## src/rtl/mips_pkg.sv

```systemverilog
// Types and constants shared across the MIPS pipeline.
// The control bundle's bit order matches the main decoder output.
package mips_pkg;

  typedef struct packed {
    logic       reg_write;
    logic       reg_dst;
    logic       alu_src;
    logic       branch;
    logic       mem_write;
    logic       mem_to_reg;
    logic [1:0] alu_op;
  } ctrl_t;

  localparam ctrl_t CTRL_BUBBLE = '0;

  localparam logic [5:0] OP_RTYPE = 6'h00;
  localparam logic [5:0] OP_LW    = 6'h23;
  localparam logic [5:0] OP_SW    = 6'h2B;
  localparam logic [5:0] OP_BEQ   = 6'h04;
  localparam logic [5:0] OP_ADDI  = 6'h08;

  typedef enum logic {RUN, BUBBLE} stageState_t;

endpackage

```

## src/rtl/hazard_unit.sv

```systemverilog
// Load-use hazard detect: the instruction in ID reads the register a load in EX
// is about to produce. A load to $0 never creates a dependency.
module hazard_unit #(
  parameter int REG_AW = 5
) (
  input  logic              valid_d,
  input  logic [REG_AW-1:0] rs_d,
  input  logic [REG_AW-1:0] rt_d,
  input  logic              valid_e,
  input  logic              mem_to_reg_e,
  input  logic [REG_AW-1:0] rt_e,
  output logic              hz
);

  assign hz = valid_d & valid_e & mem_to_reg_e & (rt_e != '0) &
              ((rs_d == rt_e) | (rt_d == rt_e));

endmodule

```

## src/rtl/id_ex_stage.sv

```systemverilog
// ID/EX pipeline register with load-use stall, flush and perf event counters.
//   state  | meaning
//   RUN    | last edge captured the ID instruction (or reset)
//   BUBBLE | last edge inserted a bubble (stall or flush)
module id_ex_stage
  import mips_pkg::*;
#(
  parameter int DATA_W = 32,
  parameter int REG_AW = 5,
  parameter int CNT_W  = 16
) (
  input  logic              clk,
  input  logic              reset,
  input  logic              valid_d,
  input  logic              reg_write_d,
  input  logic              reg_dst_d,
  input  logic              alu_src_d,
  input  logic              branch_d,
  input  logic              mem_write_d,
  input  logic              mem_to_reg_d,
  input  logic [1:0]        alu_op_d,
  input  logic [DATA_W-1:0] rd1_d,
  input  logic [DATA_W-1:0] rd2_d,
  input  logic [REG_AW-1:0] rs_d,
  input  logic [REG_AW-1:0] rt_d,
  input  logic [REG_AW-1:0] rd_d,
  input  logic [DATA_W-1:0] sign_imm_d,
  input  logic [DATA_W-1:0] pc_plus4_d,
  input  logic              flush_e,
  output logic              stall_d,
  output logic              reg_write_e,
  output logic              reg_dst_e,
  output logic              alu_src_e,
  output logic              branch_e,
  output logic              mem_write_e,
  output logic              mem_to_reg_e,
  output logic [1:0]        alu_op_e,
  output logic [DATA_W-1:0] rd1_e,
  output logic [DATA_W-1:0] rd2_e,
  output logic [DATA_W-1:0] sign_imm_e,
  output logic [DATA_W-1:0] pc_plus4_e,
  output logic [REG_AW-1:0] rs_e,
  output logic [REG_AW-1:0] rt_e,
  output logic [REG_AW-1:0] rd_e,
  output logic              valid_e,
  output logic [CNT_W-1:0]  stall_cnt,
  output logic [CNT_W-1:0]  flush_cnt
);

  ctrl_t       ctrlD;
  ctrl_t       ctrlE;
  stageState_t state;
  logic        hz;

  assign ctrlD = {reg_write_d, reg_dst_d, alu_src_d, branch_d,
                  mem_write_d, mem_to_reg_d, alu_op_d};

  assign reg_write_e  = ctrlE.reg_write;
  assign reg_dst_e    = ctrlE.reg_dst;
  assign alu_src_e    = ctrlE.alu_src;
  assign branch_e     = ctrlE.branch;
  assign mem_write_e  = ctrlE.mem_write;
  assign mem_to_reg_e = ctrlE.mem_to_reg;
  assign alu_op_e     = ctrlE.alu_op;

  hazard_unit #(.REG_AW(REG_AW)) uHazard (
    .valid_d      (valid_d),
    .rs_d         (rs_d),
    .rt_d         (rt_d),
    .valid_e      (valid_e),
    .mem_to_reg_e (ctrlE.mem_to_reg),
    .rt_e         (rt_e),
    .hz           (hz)
  );

  // A flush squashes the ID instruction upstream, so holding it would be pointless.
  assign stall_d = hz & ~flush_e & ~reset;

  always_ff @(posedge clk) begin
    if (reset) begin
      ctrlE      <= CTRL_BUBBLE;
      valid_e    <= 1'b0;
      rd1_e      <= '0;
      rd2_e      <= '0;
      sign_imm_e <= '0;
      pc_plus4_e <= '0;
      rs_e       <= '0;
      rt_e       <= '0;
      rd_e       <= '0;
      stall_cnt  <= '0;
      flush_cnt  <= '0;
      state      <= RUN;
    end else if (flush_e || hz) begin
      // Data cleared too so a bubble carries no stale values downstream.
      ctrlE      <= CTRL_BUBBLE;
      valid_e    <= 1'b0;
      rd1_e      <= '0;
      rd2_e      <= '0;
      sign_imm_e <= '0;
      pc_plus4_e <= '0;
      rs_e       <= '0;
      rt_e       <= '0;
      rd_e       <= '0;
      state      <= BUBBLE;
      if (flush_e) begin
        if (flush_cnt != '1) flush_cnt <= flush_cnt + 1'b1;
      end else begin
        if (stall_cnt != '1) stall_cnt <= stall_cnt + 1'b1;
      end
    end else begin
      ctrlE      <= ctrlD;
      valid_e    <= valid_d;
      rd1_e      <= rd1_d;
      rd2_e      <= rd2_d;
      sign_imm_e <= sign_imm_d;
      pc_plus4_e <= pc_plus4_d;
      rs_e       <= rs_d;
      rt_e       <= rt_d;
      rd_e       <= rd_d;
      state      <= RUN;
    end
  end

  // With a bubble in EX valid_e is low, so a hazard there means the bubble leaked.
  assert property (@(posedge clk) disable iff (reset) !(state == BUBBLE && hz));

endmodule

```

## config.mk

```make
export PLATFORM = sky130hd
export DESIGN_NAME = id_ex_stage
export DESIGN_NICKNAME = d
export VERILOG_FILES = /design/src/rtl/mips_pkg.sv /design/src/rtl/hazard_unit.sv /design/src/rtl/id_ex_stage.sv
export SDC_FILE = /design/constraint.sdc
export NUM_CORES = 1
export LEC_CHECK = 0
export ABC_AREA = 1
export CAP_MARGIN = 20
export CORE_MARGIN = 3
export CORE_UTILIZATION = 30
export CTS_BUF_LIST = sky130_fd_sc_hd__clkbuf_8
export CTS_CLUSTER_SIZE = 25
export DETAILED_ROUTE_END_ITERATION = 8
export PLACE_DENSITY = 0.67
export SLEW_MARGIN = 0
export SYNTH_ARGS = -nofsm -noshare
export SYNTH_HDL_FRONTEND = slang
export SYNTH_SLANG_ARGS = --single-unit
export TNS_END_PERCENT = 100
```

## constraint.sdc

```tcl
create_clock -name clk -period 1.7 [get_ports clk]
set_clock_uncertainty 0.2 [all_clocks]
set_input_delay 0.34 -clock clk [delete_from_list [all_inputs] [get_ports clk]]
set_output_delay 0.34 -clock clk [all_outputs]
set_load 0.03 [all_outputs]
```

==> results_dict.tcl <==
set metrics [dict create \
    grt_max_degree 31 \
    hold_buffers 0 \
    nNetsFinal 1330 \
    overflow 0 \
    via_per_inst 4.01 \
    root_buffer "clkbuf_8" \
    r2r-start "rt_e[0]" \
    crit_family "buffers and inverters" \
    path_buf_inv 3 \
    cts.clk_slew.worst_paths_ps 110 \
    crit_start "valid_d" \
    final_hold_viol_count 0 \
    slowest_delay_ps 470 \
    fillers 1892 \
    ys_top_cells_by_area "dfxtp_1 (59%), nor2_1 (11%), inv_1 (11%)" \
    yosys_warnings 0 \
    vdd_ir_drop_max_mv 0.560 \
    drv_slew 0 \
    syn-num-nets 934 \
    synth_top_area_frac 0.592 \
    cp.arrival_ps 1630 \
    dpl.hpwl_um 15200 \
    ys_top_cells_by_count "nor2_1 (189), dfxtp_1 (184), inv_1 (176), nand2_1 (98), a21oi_1 (26)" \
    first_pass_iters 4 \
    cts_tree "done" \
    drt_iter0_markers 162 \
    netlist_area_um2 6230 \
    crit_fanout 3 \
    final-setup-viol-count 169 \
    drive_above_1_share 0.283 \
    avgSynthCellArea_um2 8.01 \
    p_leak_nw 5.06 \
    vias 5840 \
    end_kind "output pin" \
    rows 52 \
    fp.dieW_um 150 \
    core_um2 20300 \
    drc_errors 0 \
    cts_num_sinks 184 \
    fin_crit_sh 1.28 \
    placedInstanceArea_um2 10400 \
    start_util 0.307 \
    crit_chain "clkdlybuf4s50_1 -> nand3_1 -> o21bai_1 -> inv_1 -> nand3_4 -> nor2_4 -> buf_6" \
    startpoint_type "primary input" \
    antenna_found_initial 1 \
    grt_pass1_vias 5669 \
    die_area_um2 22500 \
    place_worst_setup_slack_ps -537 \
    htreeDepth 4 \
    async_reset_ff_frac 0 \
    seqCellArea_um2 3720 \
    synthToLayoutAreaGrowth_pct 77.3 \
    synth_top_area_cell "dfxtp_1" \
    fin_hold_ws_ps 191 \
    grt_pass1_wl_um 29700 \
    cp_slowest_cell "clkdlybuf4s50_1" \
    clk_latency_ps 450 \
    dieHeight_um 150 \
    synth_ff_type "dfxtp_1" \
    wire_per_inst_um 13.5 \
    portBuffers 339 \
    outcome "finished, violations left" \
    ant_nets 0 \
    maxCapViolCount 0 \
    place.gp.congestion 0.851 \
    grt.total_usage 0.171 \
    multi_input_comb_area_um2 1850 \
    worst_slack_ps -474 \
    final_area_um2 11000 \
    clk_path_buf_depth 2 \
    syn_inst 777 \
    grt_setup_unrepaired "yes" \
    synth_edf_count 0 \
    critPathKind "primary input to output pin" \
    p_per_area_nw_per_um2 801 \
    worst-slew-pin-transition_ps 328 \
    ys_seq_area_frac 0.592 \
    total_power_w 0.00885 \
    ys_seq_elements 184 \
    violations "setup timing" \
    hold_class "primary input to flop" \
    numCtsBuffers 17 \
    io_pins 340 \
    worstHoldStart "rd2_d[2]" \
    antenna_cells 0 \
    yosysUniqueCellTypes 31 \
    fmax_mhz 460 \
    yosysMostFrequentCell "nor2_1" \
    slew_headroom 0.779 \
    cp_data_required_time_ps 1160 \
    drt-total-wl_um 19600 \
    fin_crit_ps 2170 \
]
final cells by class:
type                            instances  share of cell area
Clock buffer                           17              0.0212
Clock inverter                         14              0.0162
Inverter                              183              0.0622
Multi-Input combinational cell        388               0.167
Timing Repair Buffer                  399               0.365
Tap cell                              270              0.0306
Sequential cell                       184               0.337
flip-flops by register name, indices dropped and copies added, names as in the netlist, 2 cells and up:
register,count
pc_plus4_e,32
rd1_e,32
rd2_e,32
sign_imm_e,32
flush_cnt,16
stall_cnt,16
rd_e,5
rs_e,5
rt_e,5
alu_op_e,2
final timing paths:
check                        end  slack, ps  cells after the start
hold / removal          rd2_e[2]        190                      3
setup / recovery         stall_d       -470                      7
hold reg to reg     flush_cnt[4]        270                      2
setup reg to reg  sign_imm_e[20]       -240                     12
placed cells by master (no fill, tap or decap), types with 4 or more instances in the layout:
cell and instances:
a21oi_1 20, a21oi_2 6, buf_12 11, buf_2 31, buf_4 54, buf_6 5
clkbuf_8 17, clkdlybuf4s15_2 142, clkdlybuf4s50_1 154, dfxtp_1 159, dfxtp_2 21, dfxtp_4 4
inv_1 176, inv_2 6, inv_8 5, nand2_1 96, nand3_1 20, nor2_1 182
nor2_2 7, nor3_1 5, o21ai_0 6, xnor2_1 10, xor2_1 9
metrics by stage:
step,instances,TNS [ps],util
CTS,1449,-17450,0.538
detailed placement,1415,-80850,0.512
floorplan,777,-7.72,-
global placement,1415,-75940,0.512
global route,1455,-48430,0.544
finish,1455,-26010,0.544
report_power, final:
| group | switching [W] | internal, W |
|---|---|---|
| combinational | 0.000636 | 0.000663 |
| clock | 0.00179 | 0.00126 |
| sequential | 0.0000459 | 0.00445 |
| total | 0.00248 | 0.00637 |
worst min-delay path, stage by stage:
cell and delay, ps:
clkdlybuf4s50_1 390, inv_1 50, nor2_1 30
logic make-up after synthesis:
logic type | synth area share
AO/OA/AOI/OAI | 0.0313
XOR/XNOR | 0.0267
adder cells (fa/ha/maj) | 0.00402
buffers and inverters | 0.132
flip-flops | 0.592
AND/OR/NAND/NOR | 0.215
routing by layer:
metal  GRT usage  vias to the layer above  share of wire
met2       0.308                      188           0.52
met1       0.181                     2603           0.37
met5           0                        -        0.00092
met3      0.0790                       14           0.10
met4      0.0407                        2         0.0086
li1            -                     3033              -
timing repair:
item	4_1_cts	5_1_grt
buffers inserted	2	6
hold endpoints to repair	0	0
setup endpoints to repair	280	199
pin swaps	2	3
cloned	1	1
resized for setup	594	21
(Power assumes the default switching activity.)
==> RTL change (same flow settings) <==
Register the output `flush_cnt` once more, cleared by the reset; this adds one clock of latency there. The other outputs are not delayed to match.
--- a/src/rtl/id_ex_stage.sv
+++ b/src/rtl/id_ex_stage.sv
@@ -48,4 +48,6 @@
 );
 
+  logic [CNT_W-1:0] flush_cnt_s0;
+
   ctrl_t       ctrlD;
   ctrl_t       ctrlE;
@@ -89,5 +91,5 @@
       rd_e       <= '0;
       stall_cnt  <= '0;
-      flush_cnt  <= '0;
+      flush_cnt_s0 <= '0;
       state      <= RUN;
     end else if (flush_e || hz) begin
@@ -104,5 +106,5 @@
       state      <= BUBBLE;
       if (flush_e) begin
-        if (flush_cnt != '1) flush_cnt <= flush_cnt + 1'b1;
+        if (flush_cnt_s0 != '1) flush_cnt_s0 <= flush_cnt_s0 + 1'b1;
       end else begin
         if (stall_cnt != '1) stall_cnt <= stall_cnt + 1'b1;
@@ -125,4 +127,12 @@
   assert property (@(posedge clk) disable iff (reset) !(state == BUBBLE && hz));
 
+  always_ff @(posedge clk) begin
+    if (reset) begin
+      flush_cnt <= '0;
+    end else begin
+      flush_cnt <= flush_cnt_s0;
+    end
+  end
+
 endmodule
 
Check against the original RTL: not equivalent (Yosys sat finds a counterexample within 4 cycles, from zero or initial values and one cycle with reset high).
==> RTL change against the original RTL <==
- power grew 10%
- synthesized area up 7.7%
- routed wire length rose by 20%
- final area is 13% higher
- synthesized cell count up 5.0%
- the flow still finishes with violations (negative setup slack)
- sequential cell count rose by 16
- highest routed layer unchanged
- largest cell class unchanged
- setup slack better by 0.0020 ns
- final cell count rose by 5.7%
==> RTL change: results (changes against the original RTL) <==
- Status: finished, violations left (unchanged)
- Failing checks: negative setup slack (unchanged)
- Worst-Skew Late Latency: ~0.46 ns
- Final nets: 1402 (was 1330)
- Synth Area in Compound Gates: 0.0362 (was 0.0313)
- Leak: 0.00572 uW (was 0.00506 uW)
- Via/cell ratio: 4.16 (was 4.01)
- Routed length per instance: 15.3 um (was 13.5 um)
- CP arrival: 1.63 ns (about the same)
- IO buf count: 339 (unchanged)
- Synth top area cells: dfxtp_1, nor2_1, inv_1 (unchanged)
- Top cells by count, synth: nor2_1, dfxtp_1, inv_1, nand2_1, nand3_1 (was nor2_1, dfxtp_1, inv_1, nand2_1, a21oi_1)
- 1st-iter DRT viols: 144 (was 162)
- Synth cell types: 32 (was 31)
- Max H-tree Level: 4 (unchanged)
- Worst hold path type: primary input to flip-flop (unchanged)
- Drt pass-1 iters: 6 (was 4)
- # fillers: 1940 (was 1892)
- Antenna Cells: 0 (unchanged)
- Hpwl dp: 15.9 mm (was 15.2 mm)
- Cts bufs inserted: 17 (unchanged)
- Post-Place Cells: 1469 (was 1415)
- # setup viols final: 181 (was 169)
- Max transition margin: 0.787 (was 0.779)
- Final Wtd Congestion: 0.896 (was 0.851)
- Total Routed Length: 23.5 mm (was 19.6 mm)
- Worst-path clk slew: 0.13 ns (was 0.11 ns)
- Antenna viol nets, final: 0 (unchanged)
- Multiplexer share of the synthesized area: 0 (unchanged)
- Vias in the first global route: 6111 (was 5669)
- XOR/XNOR share of the synthesized area: 0.0196 (was 0.0267)
- Seq/Total Area, Yosys: 0.597 (was 0.592)
- Mean Syn Cell Area: 8.22 um2 (was 8.01 um2)
- Synthesized Nets: 973 (was 934)
- Max VDD drop: 0.000648 V (was 0.000560 V)
- Critical path's slowest cell: clkdlybuf4s50_1 (unchanged)
- Largest net degree at the start of global routing: 33 (was 31)
- Worst path max stage delay: 0.51 ns (was 0.47 ns)
- Root Buffer Master: clkbuf_8 (unchanged)
- Critical path's top delay family: buffers and inverters (unchanged)
- Layout cells sized above 1: 0.401 (was 0.283)
- Asr flop ratio synth: 0 (unchanged)
- Bufs on Longest Clock Path: 2 (unchanged)
- First-pass GRT wire length: 32.9 mm (was 29.7 mm)
- Post-Synth Adder-Cell Area: 0.00373 (was 0.00402)
- Initial antenna violation count: 1 (unchanged)
- Final worst setup slack: -0.473 ns (was -0.474 ns)
- Total track usage: 0.174 (was 0.171)
[RTL change: changes by cell type after synthesis, moves of 3 or more]
cell     change
nand2_1     -17
dfxtp_1     +16
nor2_1      +15
a21oi_1     -14
inv_1       +13
a21oi_2     +10
nand2_2     +10
nor3_1       +6
nand3_1      -3
nand4_1      +3
xor2_1       -3
[RTL change: worst reg2reg max path, delay by kind of cell, from the launching register on]
family        cells  cell delay, ns
buf+inv           6            0.80
flops             1            0.38
simple gates      8            0.67
[RTL change: final cells by class]
type | count | share of cell area
Clock buffer | 18 | 0.0199
Clock inverter | 14 | 0.0156
Inverter | 195 | 0.0589
Multi-Input combinational cell | 397 | 0.191
Sequential cell | 200 | 0.325
Tap cell | 280 | 0.0281
Timing Repair Buffer | 434 | 0.362
[RTL change: path summary, 6_finish.rpt]
kind              cells past startpoint            start        endpoint  slack (ns)
hold / removal                        3    pc_plus4_d[1]   pc_plus4_e[1]        0.16
hold reg to reg                       2  flush_cnt_s0[4]    flush_cnt[4]        0.28
setup / recovery                     10          rt_d[0]         stall_d       -0.47
setup reg to reg                     14          rt_e[0]  sign_imm_e[20]       -0.40
[RTL change: where the power goes]
part           internal [uW]  total, uW  switching (uW)
registers               4830       4880            47.4
clock network           1330       3310            1980
logic                    796       1580             780
[RTL change: timing repair]
item                       4_1_cts  5_1_grt
resized for setup              602      279
setup buffers                   10        4
pin swaps                        6        8
cloned                           8       16
setup endpoints to repair      327      247
[RTL change: cells by family (layout without fill, tap and decap cells)]
| kind of cell | count (synthesis) | after routing |
|---|---|---|
| and+or+nand+nor | 342 | 342 |
| buffers and inverters | 219 | 661 |
| DFF | 200 | 200 |
| AOI/OAI and AO/OA | 38 | 38 |
| xor gates and xnor gates | 15 | 15 |
| adders and majority gates | 2 | 2 |
[RTL change: through the flow]
stage | TNS (ns) | worst slack [ns] | instance area, um2
after detailed placement | -79.33 | -0.502 | 10900
after global routing | -74.84 | -0.574 | 12500
after floorplan | 0 | 0.000378 | 6770
after CTS | -18.99 | -0.492 | 11900
after global placement | -79.45 | -0.495 | 10900
final | -51.34 | -0.473 | 12500
[RTL change: layer usage]
| layer | track usage | wire length, um | up-vias |
|---|---|---|---|
| li1 | - | - | 3221 |
| met1 | 0.199 | 9110 | 2932 |
| met2 | 0.303 | 12100 | 210 |
| met3 | 0.0649 | 1780 | 29 |
| met4 | 0.0538 | 463 | 2 |
| met5 | 0 | 13 | - |
